## config.mk

```make
export PLATFORM = sky130hd
export DESIGN_NAME = exp2_stream
export DESIGN_NICKNAME = d
export VERILOG_FILES = /design/src/rtl/exp2_pkg.sv /design/src/rtl/exp2_mant.sv /design/src/rtl/exp2_stream.sv
export SDC_FILE = /design/constraint.sdc
export NUM_CORES = 1
export LEC_CHECK = 0
export ABC_CLOCK_PERIOD_IN_PS = 3500
export BUFFER_PORTS_ARGS = -buffer_cell sky130_fd_sc_hd__buf_2
export CAP_MARGIN = 20
export CORE_ASPECT_RATIO = 0.75
export CORE_MARGIN = 2
export CORE_UTILIZATION = 58
export DETAILED_ROUTE_END_ITERATION = 8
export PLACE_DENSITY = 0.8
export SETUP_SLACK_MARGIN = 0.15
export SLEW_MARGIN = 10
export SYNTH_ARGS = -nofsm -noshare
export SYNTH_HDL_FRONTEND = slang
export SYNTH_SLANG_ARGS = --single-unit
```

## constraint.sdc

```tcl
create_clock -name clk -period 3.5 [get_ports clk]
set_clock_uncertainty 0.2 [all_clocks]
set_input_delay 0.35 -clock clk [delete_from_list [all_inputs] [get_ports clk]]
set_output_delay 0.35 -clock clk [all_outputs]
set_load 0.01 [all_outputs]
```

## src/rtl/exp2_pkg.sv

```systemverilog
// exp2_pkg: shared constants and types for the exp2_stream pipeline.
//   CORR_NUM / CORR_SHIFT : quadratic-correction coefficient 11/32 used by exp2_mant
//                           when EXP2_STREAM_CORR_EN is defined.
//   MAX_W                 : field width of stage registers. Instances must satisfy
//                           FIX_POINT_WIDTH <= MAX_W.
//   stage_t               : one pipeline stage register (valid, u, v or m, ovf, udf).
package exp2_pkg;

    localparam int unsigned CORR_NUM   = 11;
    localparam int unsigned CORR_SHIFT = 5;
    localparam int unsigned MAX_W      = 32;

    typedef struct packed {
        logic                    valid;
        logic signed [MAX_W-1:0] u;    // integer part, sign-extended
        logic        [MAX_W-1:0] vm;   // fraction v (S1) or mantissa m (S2), zero-extended
        logic                    ovf;
        logic                    udf;
    } stage_t;

endpackage

```

## src/rtl/exp2_mant.sv

```systemverilog
// exp2_mant: combinational mantissa m ~ 2^v for fraction v in [0,1), Q1.Bf result.
//   v_i : Bf-bit unsigned fraction
//   m_o : Bf+1-bit mantissa, 2^Bf represents 1.0
// Macro EXP2_STREAM_CORR_EN: when defined, subtracts the quadratic correction
// (v*(1-v)*11/32) from the linear estimate 1+v; otherwise m = 1+v and no multiplier exists.
module exp2_mant
    import exp2_pkg::*;
#(
    parameter int unsigned Bf = 8
) (
    input  logic [Bf-1:0] v_i,
    output logic [Bf:0]   m_o
);

`ifdef EXP2_STREAM_CORR_EN
    // Wide enough for v * (2^Bf - v) * 11 without wrapping.
    localparam int unsigned PW = 2 * Bf + 6;

    logic [PW-1:0] prod;
    logic [PW-1:0] corr;
    logic [PW-1:0] sum;

    always_comb begin
        prod = PW'(v_i) * ((PW'(1) << Bf) - PW'(v_i)) * PW'(CORR_NUM);
        corr = prod >> (Bf + CORR_SHIFT);
        sum  = (PW'(1) << Bf) + PW'(v_i) - corr;
        m_o  = sum[Bf:0];
    end

    logic unused_sum;
    assign unused_sum = ^sum[PW-1:Bf+1];
`else
    always_comb begin
        m_o = {1'b1, v_i};
    end
`endif

endmodule

```

## src/rtl/exp2_stream.sv

```systemverilog
// exp2_stream: streaming fixed-point 2^x, three-stage pipeline with valid/ready.
//   clk, rst (sync, active-high)
//   in_valid/in_ready/in    : signed Q(W-Bf).Bf exponent x
//   out_valid/out_ready/out : unsigned Q(W-Bf).Bf result
//   out_u                   : floor(x)
//   out_ovf / out_udf       : result saturated to all ones / flushed to zero
// S1 splits x into u and v, S2 forms the mantissa (exp2_mant), S3 shifts and saturates.
// The whole pipeline advances together whenever the output register is free or drained.
// Macro EXP2_STREAM_CORR_EN selects the corrected mantissa inside exp2_mant.
module exp2_stream
    import exp2_pkg::*;
#(
    parameter int unsigned FIX_POINT_WIDTH = 16,
    parameter int unsigned Bf              = 8
) (
    input  logic                         clk,
    input  logic                         rst,
    input  logic                         in_valid,
    output logic                         in_ready,
    input  logic [FIX_POINT_WIDTH-1:0]   in,
    output logic                         out_valid,
    input  logic                         out_ready,
    output logic [FIX_POINT_WIDTH-1:0]   out,
    output logic [FIX_POINT_WIDTH-Bf-1:0] out_u,
    output logic                         out_ovf,
    output logic                         out_udf
);

    localparam int unsigned UW  = FIX_POINT_WIDTH - Bf;
    // Holds m << u for every non-saturating u without wrapping.
    localparam int unsigned SHW = FIX_POINT_WIDTH + Bf + 1;

    stage_t s1_q, s1_d, s2_q, s2_d;

    logic                       out_valid_q, out_valid_d;
    logic [FIX_POINT_WIDTH-1:0] out_q, out_d;
    logic [UW-1:0]              out_u_q, out_u_d;
    logic                       ovf_q, ovf_d;
    logic                       udf_q, udf_d;

    logic                    adv;
    logic [Bf:0]             m;
    logic signed [MAX_W-1:0] s1_u, s1_neg, s2_u;
    logic [MAX_W-1:0]        shamt;
    logic [SHW-1:0]          shl, shr;

    assign adv      = !out_valid_q || out_ready;
    assign in_ready = adv;

    exp2_mant #(
        .Bf (Bf)
    ) u_mant (
        .v_i (s1_q.vm[Bf-1:0]),
        .m_o (m)
    );

    // S1: decode
    always_comb begin
        s1_d       = '0;
        s1_d.valid = in_valid;
        s1_d.u     = MAX_W'($signed(in[FIX_POINT_WIDTH-1:Bf]));
        s1_d.vm    = MAX_W'(in[Bf-1:0]);
    end

    // S2: mantissa and saturation decision, taken on u alone
    always_comb begin
        s1_u       = s1_q.u;
        s1_neg     = -s1_u;
        s2_d       = '0;
        s2_d.valid = s1_q.valid;
        s2_d.u     = s1_q.u;
        s2_d.vm    = MAX_W'(m);
        s2_d.ovf   = s1_u >= $signed(MAX_W'(UW));
        s2_d.udf   = s1_u[MAX_W-1] && (s1_neg >= $signed(MAX_W'(Bf + 1)));
    end

    // S3: shift and saturate
    always_comb begin
        s2_u        = s2_q.u;
        shamt       = s2_u[MAX_W-1] ? $unsigned(-s2_u) : $unsigned(s2_u);
        shl         = SHW'(s2_q.vm[Bf:0]) << shamt;
        shr         = SHW'(s2_q.vm[Bf:0]) >> shamt;
        out_valid_d = s2_q.valid;
        out_u_d     = s2_q.u[UW-1:0];
        ovf_d       = s2_q.ovf;
        udf_d       = s2_q.udf;
        if (s2_q.ovf) begin
            out_d = '1;
        end else if (s2_q.udf) begin
            out_d = '0;
        end else if (s2_u[MAX_W-1]) begin
            out_d = shr[FIX_POINT_WIDTH-1:0];
        end else begin
            out_d = shl[FIX_POINT_WIDTH-1:0];
        end
    end

    always_ff @(posedge clk) begin
        if (rst) begin
            s1_q        <= '0;
            s2_q        <= '0;
            out_valid_q <= 1'b0;
            out_q       <= '0;
            out_u_q     <= '0;
            ovf_q       <= 1'b0;
            udf_q       <= 1'b0;
        end else if (adv) begin
            s1_q        <= s1_d;
            s2_q        <= s2_d;
            out_valid_q <= out_valid_d;
            out_q       <= out_d;
            out_u_q     <= out_u_d;
            ovf_q       <= ovf_d;
            udf_q       <= udf_d;
        end
    end

    assign out_valid = out_valid_q;
    assign out       = out_q;
    assign out_u     = out_u_q;
    assign out_ovf   = ovf_q;
    assign out_udf   = udf_q;

    // Bits that are structurally zero or never needed for a non-saturated result.
    logic unused_bits;
    assign unused_bits = ^{s1_q.vm[MAX_W-1:Bf], s1_q.ovf, s1_q.udf,
                           s2_q.vm[MAX_W-1:Bf+1], shl[SHW-1:FIX_POINT_WIDTH],
                           shr[SHW-1:FIX_POINT_WIDTH]};

endmodule
```

==> results of run 1 <==
==> cells by family (layout without fill, tap and decap cells) <==
kind of cell	Yosys count	after routing	share of synthesized area (%)
AO/OA/AOI/OAI	125	125	21.4
XOR/XNOR	5	5	1.22
adder cells (fa/ha/maj)	10	10	3.47
buffers and inverters	42	78	4.83
flip-flops	64	64	35.6
multiplexers	22	22	8.65
AND/OR/NAND/NOR	196	196	24.8
==> layout by cell type, fill, tap and decap left out, types with 2 or more instances in the layout <==
| cell type | netlist | routed |
|---|---|---|
| o31ai_1 | 3 | 3 |
| clkinv_2 | 0 | 3 |
| dfxtp_1 | 64 | 64 |
| nand2_1 | 114 | 114 |
| a31oi_1 | 5 | 5 |
| a211oi_1 | 2 | 2 |
| mux2_2 | 3 | 3 |
| o32a_1 | 2 | 2 |
| or3_1 | 2 | 2 |
| a21oi_1 | 73 | 73 |
| clkinvlp_4 | 0 | 2 |
| and2_1 | 2 | 2 |
| o22ai_1 | 7 | 7 |
| or4_1 | 3 | 3 |
| nor2_1 | 22 | 22 |
| clkbuf_8 | 0 | 9 |
| ha_1 | 10 | 10 |
| nand4_1 | 3 | 3 |
| nor3_1 | 9 | 9 |
| o221ai_1 | 2 | 2 |
| o21ai_0 | 5 | 5 |
| a2111oi_0 | 3 | 3 |
| nand2b_1 | 5 | 5 |
| inv_1 | 5 | 5 |
| nor4_1 | 3 | 3 |
| buf_2 | 7 | 47 |
| mux2i_1 | 12 | 12 |
| o21ai_1 | 2 | 2 |
| and3_1 | 4 | 4 |
| a41oi_1 | 2 | 2 |
| clkinv_1 | 2 | 2 |
| o32ai_1 | 2 | 2 |
| buf_4 | 0 | 8 |
| nor2b_1 | 8 | 7 |
| nand3_1 | 11 | 11 |
| mux4_2 | 7 | 7 |
| xnor2_1 | 4 | 4 |
==> power by group through the flow <==
stage	combinational (uW)	clock, uW	sequential [uW]
6_report	296	613	812
3_3_place_gp	288	0	826
5_1_grt	327	667	818
3_5_place_dp	292	0	827
4_1_cts	294	630	811
2_1_floorplan	209	0	820
==> synthesized netlist by cell type, types with 3 or more instances <==
cell type / number
a2111oi_0: 3
a21oi_1: 73
a31oi_1: 5
and3_1: 4
buf_1: 3
buf_2: 7
clkbuf_1: 24
dfxtp_1: 64
ha_1: 10
inv_1: 5
mux2_2: 3
mux2i_1: 12
mux4_2: 7
nand2_1: 114
nand2b_1: 5
nand3_1: 11
nand4_1: 3
nor2_1: 22
nor2b_1: 8
nor3_1: 9
nor4_1: 3
o21ai_0: 5
o22ai_1: 7
o31ai_1: 3
or4_1: 3
xnor2_1: 4
==> per-layer routing <==
layer	wire (um)	vias up
met4	64	0
met2	3870	188
li1	-	1715
met5	0	-
met1	4560	1625
met3	861	7
==> flip-flops by register name (all words and copies together), names as in the netlist <==
signal       flops
s2_u             8
out_valid        1
s2_q             9
out             16
s1_q             9
ovf_d            1
out_u            8
out_valid_d      1
out_udf          1
udf_d            1
out_ovf          1
s1_u             8
==> final timing paths <==
check             end  slack [ns]  cells past startpoint
min           s1_q[8]        0.05                      3
max reg2reg    out[2]        0.69                      8
min reg2reg  out_u[7]        0.25                      2
max            out[2]        0.69                      8
==> worst min-delay path, delay by kind of cell <==
kind	cells	cell delay, ns
compound gates	1	0.05
buf+inv	1	0.09
simple gates	1	0.05
==> layout make-up <==
| cell class | instances | area, sq um |
|---|---|---|
| Multi-Input combinational cell | 358 | 2150 |
| Fill cell | 538 | 1870 |
| Sequential cell | 64 | 1280 |
| Timing Repair Buffer | 55 | 295 |
| Clock buffer | 10 | 128 |
| Tap cell | 78 | 97.6 |
| Clock inverter | 6 | 60.1 |
| Inverter | 7 | 26.3 |
==> per-stage QoR <==
step                cell area [sq um]  util, %  setup slack (ns)  hold slack (ns)  std cells
floorplan                        3600        -             0.911            0.232        464
finish                           4040     68.3             0.693           0.0512        578
CTS                              4040     68.3             0.717           0.0343        578
global placement                 3850     65.1             0.761            0.237        562
detailed placement               3850     65.1             0.731            0.245        562
global route                     4040     68.3             0.508           0.0359        578
==> impl_metrics.env, run 1 <==
export IMPL_outcome="finished clean"
export IMPL_switching_power_uw=505
export IMPL_hold_buffers=0
export IMPL_clock_latency_ns=0.34
export IMPL_async_flop_share_pct=0
export IMPL_avgSynthCellArea_sq_um=7.76
export IMPL_max_freq_mhz=356
export IMPL_grt_use_met3_pct=7.58
export IMPL_antenna_left=0
export IMPL_ys_seq_area_share_pct=35.6
export IMPL_setup_tns_ns=0
export IMPL_grt_remaining_overflow=0
export IMPL_hold_class="primary input to register"
export IMPL_cp_start_kind="register"
export IMPL_num_vias=3535
export IMPL_intPower_uw=1220
export IMPL_synth_flop_cell="dfxtp_1"
export IMPL_end_kind="register"
export IMPL_wl_per_cell_um=16.2
export IMPL_gp_congestion=1.01
export IMPL_layout_drive_gt1_share_pct=17.4
export IMPL_area_delta_synth_final_pct=12.2
export IMPL_cpLargestDelayFamily="simple AND/OR/NAND/NOR gates"
export IMPL_port_buffers=47
export IMPL_yosys_cell_types_count=64
export IMPL_leakage_uw=0.00157
export IMPL_root_buffer="clkbuf_8"
export IMPL_io_pins=48
export IMPL_netlist_area_sq_um=3600
export IMPL_dieArea_sq_um=6860
export IMPL_clkSinkCount=64
export IMPL_hp_start="in[6]"
export IMPL_first_pass_iters=5
export IMPL_n_antenna_cell=0
export IMPL_die_height_um=72.2
export IMPL_final_hold_viol_count=0
export IMPL_yosysWarnings=0
export IMPL_max_cap_violations=0
export IMPL_timing_final_crit_share_pct=80.2
export IMPL_crit_chain="inv_1 > ha_1 > or3b_1 > a221o_1 > or4_4 > a21oi_4 > nand2b_1 > o22ai_1"
export IMPL_worstPathArrival_ns=2.87
export IMPL_slew_headroom_pct=43.5
export IMPL_cts_tree="built"
export IMPL_slowest_delay_ns=0.47
export IMPL_fin_crit_ns=2.81
export IMPL_synthesis_nets=494
export IMPL_rsz0062_at_grt="no"
export IMPL_peakVddDrop_mv=0.346
export IMPL_final_nets=525
export IMPL_cts_resized=0
export IMPL_drt_drc_violations_left=0
export IMPL_grtUsageMet2_pct=40.3
export IMPL_hpwl_um=6550
export IMPL_grt_pass1_vias=3061
export IMPL_cpMaxStageDelayCell="or4_4"
export IMPL_maxSlewViolCount=0
export IMPL_post_cts_setup_buffers=0
export IMPL_swShare_pct=29.3
export IMPL_power_total_uw=1720
export IMPL_busiest_layer="met1"
export IMPL_postSynthCellCount=464
export IMPL_h_tree_depth=3
export IMPL_r2r_start="s2_u[1]"
export IMPL_power_density_nw_per_um2=426
export IMPL_synth_edff_count=0
export IMPL_tightest_slew_ns=0.841
export IMPL_crit_buf_inv=1
export IMPL_worst_ep_required_time_ns=3.57
export IMPL_synthTopCellsByArea="dfxtp_1 36%, nand2_1 12%, a21oi_1 10%"
export IMPL_start_util_pct=60.9
export IMPL_synth_top_cell_area_share_pct=35.6
export IMPL_clk_path_buf_depth=2
export IMPL_path_class="register to register"
export IMPL_synth_area_leader_cell="dfxtp_1"
export IMPL_grt_first_pass_wirelength_um=15400
export IMPL_combPwrFrac_pct=17.2
export IMPL_synth_seq_cells=64
export IMPL_cts_inserted_buffers=9
export IMPL_met1_usage_pct=44.2
export IMPL_die_w_um=95.0
export IMPL_setup_viol=0
export IMPL_cp_max_fo=8
export IMPL_grt_max_degree=67
export IMPL_wl_um=9360
export IMPL_seqPwrFrac_pct=47.2
export IMPL_post_drt_via_cell_ratio=6.12
export IMPL_antenna_found_initial=0
export IMPL_worstSetupStartpoint="s2_u[1]"
export IMPL_num_rows=24
export IMPL_grt_total_usage_pct=28.7
export IMPL_clkSlewWorstSetupHoldPaths_ns=0.07
export IMPL_pwr_share_clk_pct=35.6
export IMPL_core_sq_um=5920
export IMPL_detail_route_iter0_violations=263
No activity file was read; power rests on OpenSTA's default activity.
==> inputs of run 2 (changes only) <==
--- a/config.mk
+++ b/config.mk
@@ -5,14 +5,14 @@
 export SDC_FILE = /design/constraint.sdc
 export NUM_CORES = 1
 export LEC_CHECK = 0
-export ABC_CLOCK_PERIOD_IN_PS = 3500
+export ABC_CLOCK_PERIOD_IN_PS = 2300
 export BUFFER_PORTS_ARGS = -buffer_cell sky130_fd_sc_hd__buf_2
 export CAP_MARGIN = 20
 export CORE_ASPECT_RATIO = 0.75
 export CORE_MARGIN = 2
-export CORE_UTILIZATION = 58
+export CORE_UTILIZATION = 52
 export DETAILED_ROUTE_END_ITERATION = 8
-export PLACE_DENSITY = 0.8
+export PLACE_DENSITY = 0.76
 export SETUP_SLACK_MARGIN = 0.15
 export SLEW_MARGIN = 10
 export SYNTH_ARGS = -nofsm -noshare
==> constraint.sdc (replaced) <==
create_clock -name clk -period 2.3 [get_ports clk]
set_clock_uncertainty 0.2 [all_clocks]
set_input_delay 0.23 -clock clk [delete_from_list [all_inputs] [get_ports clk]]
set_output_delay 0.23 -clock clk [all_outputs]
set_load 0.01 [all_outputs]
==> run 2 against run 1 <==
Net effect:
- the flow now finishes with violations (setup timing)
- die area grew 11%
- fmax grew 16%
- total power grew 60%
- first-iteration DRC count shrank 21%
- count of clock-buffer cells in the layout shrank 1
- cell count grew 14%
- combinational power grew 130%
==> impl_metrics.env, run 2 (synthesized netlist as in run 1, its figures left out) <==
export IMPL_intPower_uw=1890
export IMPL_wl_met3_um=590
export IMPL_clkSlewWorstSetupHoldPaths_ns=0.07
export IMPL_placed_cell_area_sq_um=4320
export IMPL_core_sq_um=6770
export IMPL_clock_latency_ns=0.35
export IMPL_num_vias=3833
export IMPL_num_rows=26
export IMPL_layout_common_cells="114 x nand2_1, 69 x a21oi_1, 60 x dfxtp_1"
export IMPL_setup_viol=9
export IMPL_largest_reg_flops=16
export IMPL_leakage_uw=0.00202
export IMPL_final_common_cell="nand2_1"
export IMPL_drt_drc_violations_left=0
export IMPL_layout_drive_gt1_share_pct=32.4
export IMPL_path_class="register to register"
export IMPL_combPwrFrac_pct=24.4
export IMPL_detail_route_iter0_violations=208
export IMPL_wl_per_cell_um=16.4
export IMPL_grt_first_pass_wirelength_um=17800
export IMPL_die_height_um=76.1
export IMPL_end_kind="register"
export IMPL_grt_max_degree=67
export IMPL_wl_um=10800
export IMPL_highest_layer="met4"
export IMPL_clk_path_buf_depth=2
export IMPL_ff_latch_area_sq_um=1290
export IMPL_fin_cells=661
export IMPL_antenna_found_initial=0
export IMPL_timing_final_crit_share_pct=105
export IMPL_seqPwrFrac_pct=44.6
export IMPL_rsz0062_at_grt="yes"
export IMPL_worst_ep_required_time_ns=2.38
export IMPL_outcome="complete, but fails checks"
export IMPL_grt_total_usage_pct=29.2
export IMPL_design_area_sq_um=5030
export IMPL_h_tree_depth=3
export IMPL_cpLargestDelayFamily="multiplexers"
export IMPL_n_fill_cell=515
export IMPL_antenna_left=0
export IMPL_pwr_share_clk_pct=31.0
export IMPL_tightest_slew_ns=0.658
export IMPL_final_hold_viol_count=0
export IMPL_start_util_pct=53.2
export IMPL_n_antenna_cell=0
export IMPL_crit_chain="clkinv_8 > ha_4 > buf_6 > and2b_2 > xnor2_4 > mux4_2 > o22ai_2 > a221oi_2 > nor2_1"
export IMPL_multi_input_area_sq_um=2430
export IMPL_maxSlewViolCount=0
export IMPL_cp_max_fo=4
export IMPL_final_nets=602
export IMPL_fin_crit_ns=2.43
export IMPL_dieArea_sq_um=7610
export IMPL_root_buffer="clkbuf_8"
export IMPL_worstPathArrival_ns=2.51
export IMPL_first_pass_iters=5
export IMPL_cts_tree="built"
export IMPL_port_buffers=47
export IMPL_crit_buf_inv=2
export IMPL_area_delta_synth_final_pct=39.6
export IMPL_dp_slack_ns=-0.111
export IMPL_cts_inserted_buffers=9
export IMPL_worst_slack_ns=-0.125
export IMPL_post_drt_via_cell_ratio=5.80
export IMPL_max_freq_mhz=412
export IMPL_cpMaxStageDelayCell="mux4_2"
export IMPL_die_w_um=100
export IMPL_peakVddDrop_mv=0.400
export IMPL_clkSinkCount=64
export IMPL_dr_wl_met2_um=5130
export IMPL_cp_start_kind="register"
export IMPL_switching_power_uw=862
export IMPL_post_place_cells=614
export IMPL_slew_headroom_pct=56.1
export IMPL_power_density_nw_per_um2=547
export IMPL_slowest_delay_ns=0.57
export IMPL_gp_congestion=0.948
export IMPL_io_pins=48
export IMPL_hold_class="primary input to register"
export IMPL_hpwl_um=7070
export IMPL_swShare_pct=31.3
export IMPL_grt_remaining_overflow=0
export IMPL_m1WireLength_um=4880
export IMPL_max_cap_violations=0
export IMPL_violations="setup timing"
export IMPL_grt_pass1_vias=3712
## run 2: final timing paths
kind	start	depth (start not counted)	endpoint	slack (ns)
max reg2reg	s2_u[0]	9	out[6]	-0.13
min	out_ready	5	out_ovf	0.20
min reg2reg	out_udf	2	out_udf	0.25
max	s2_u[0]	9	out[6]	-0.13
## run 2: worst reg2reg max path: cells and delay by family (launching register included)
| family | cells | cell delay (ns) |
|---|---|---|
| multiplexers | 1 | 0.57 |
| AND/OR/NAND/NOR | 2 | 0.38 |
| flip-flops | 1 | 0.37 |
| AO/OA/AOI/OAI | 2 | 0.32 |
| XOR/XNOR | 1 | 0.26 |
| buffers and inverters | 2 | 0.15 |
| adder cells (fa/ha/maj) | 1 | 0.13 |
## run 2: power groups by stage
| stage | clock [uW] | combinational (uW) | sequential (uW) |
|---|---|---|---|
| after floorplan | 0 | 332 | 1250 |
| after global placement | 0 | 531 | 1250 |
| after detailed placement | 0 | 544 | 1250 |
| after CTS | 877 | 614 | 1220 |
| after global routing | 915 | 730 | 1240 |
| final | 853 | 671 | 1230 |
## run 2: final cells by class
class / instances / area share, %
Sequential cell: 64 / 25.6
Multi-Input combinational cell: 359 / 48.3
Tap cell: 84 / 2.09
Clock buffer: 9 / 2.46
Timing Repair Buffer: 131 / 19.7
Inverter: 7 / 0.871
Clock inverter: 7 / 0.946
## run 2: timing repair
item / CTS / global route
buffers inserted: 8 / 5
setup endpoints to repair: 16 / 18
gates cloned: 1 / 1
hold buffers: 17 / 0
pin swaps: 16 / 12
hold endpoints to repair: 17 / 0
resized for setup: 31 / 28
## run 2: layer usage
layer  global-route usage [%]  vias up
met5                        0        -
met4                     11.0        0
met3                     5.96       19
met2                     46.4      126
met1                     39.3     1810
li1                         -     1878
## run 2: metrics by stage
step                power [uW]  hold WS, ns  utilization, %  setup TNS [ns]
floorplan                 1580        0.163               -          -0.125
global placement          1780        0.237            63.8          -0.229
detailed placement        1790        0.243            63.8          -0.813
CTS                       2720        0.182            71.9          -0.231
global route              2880        0.227            74.3           -1.56
finish                    2750        0.204            74.3          -0.546
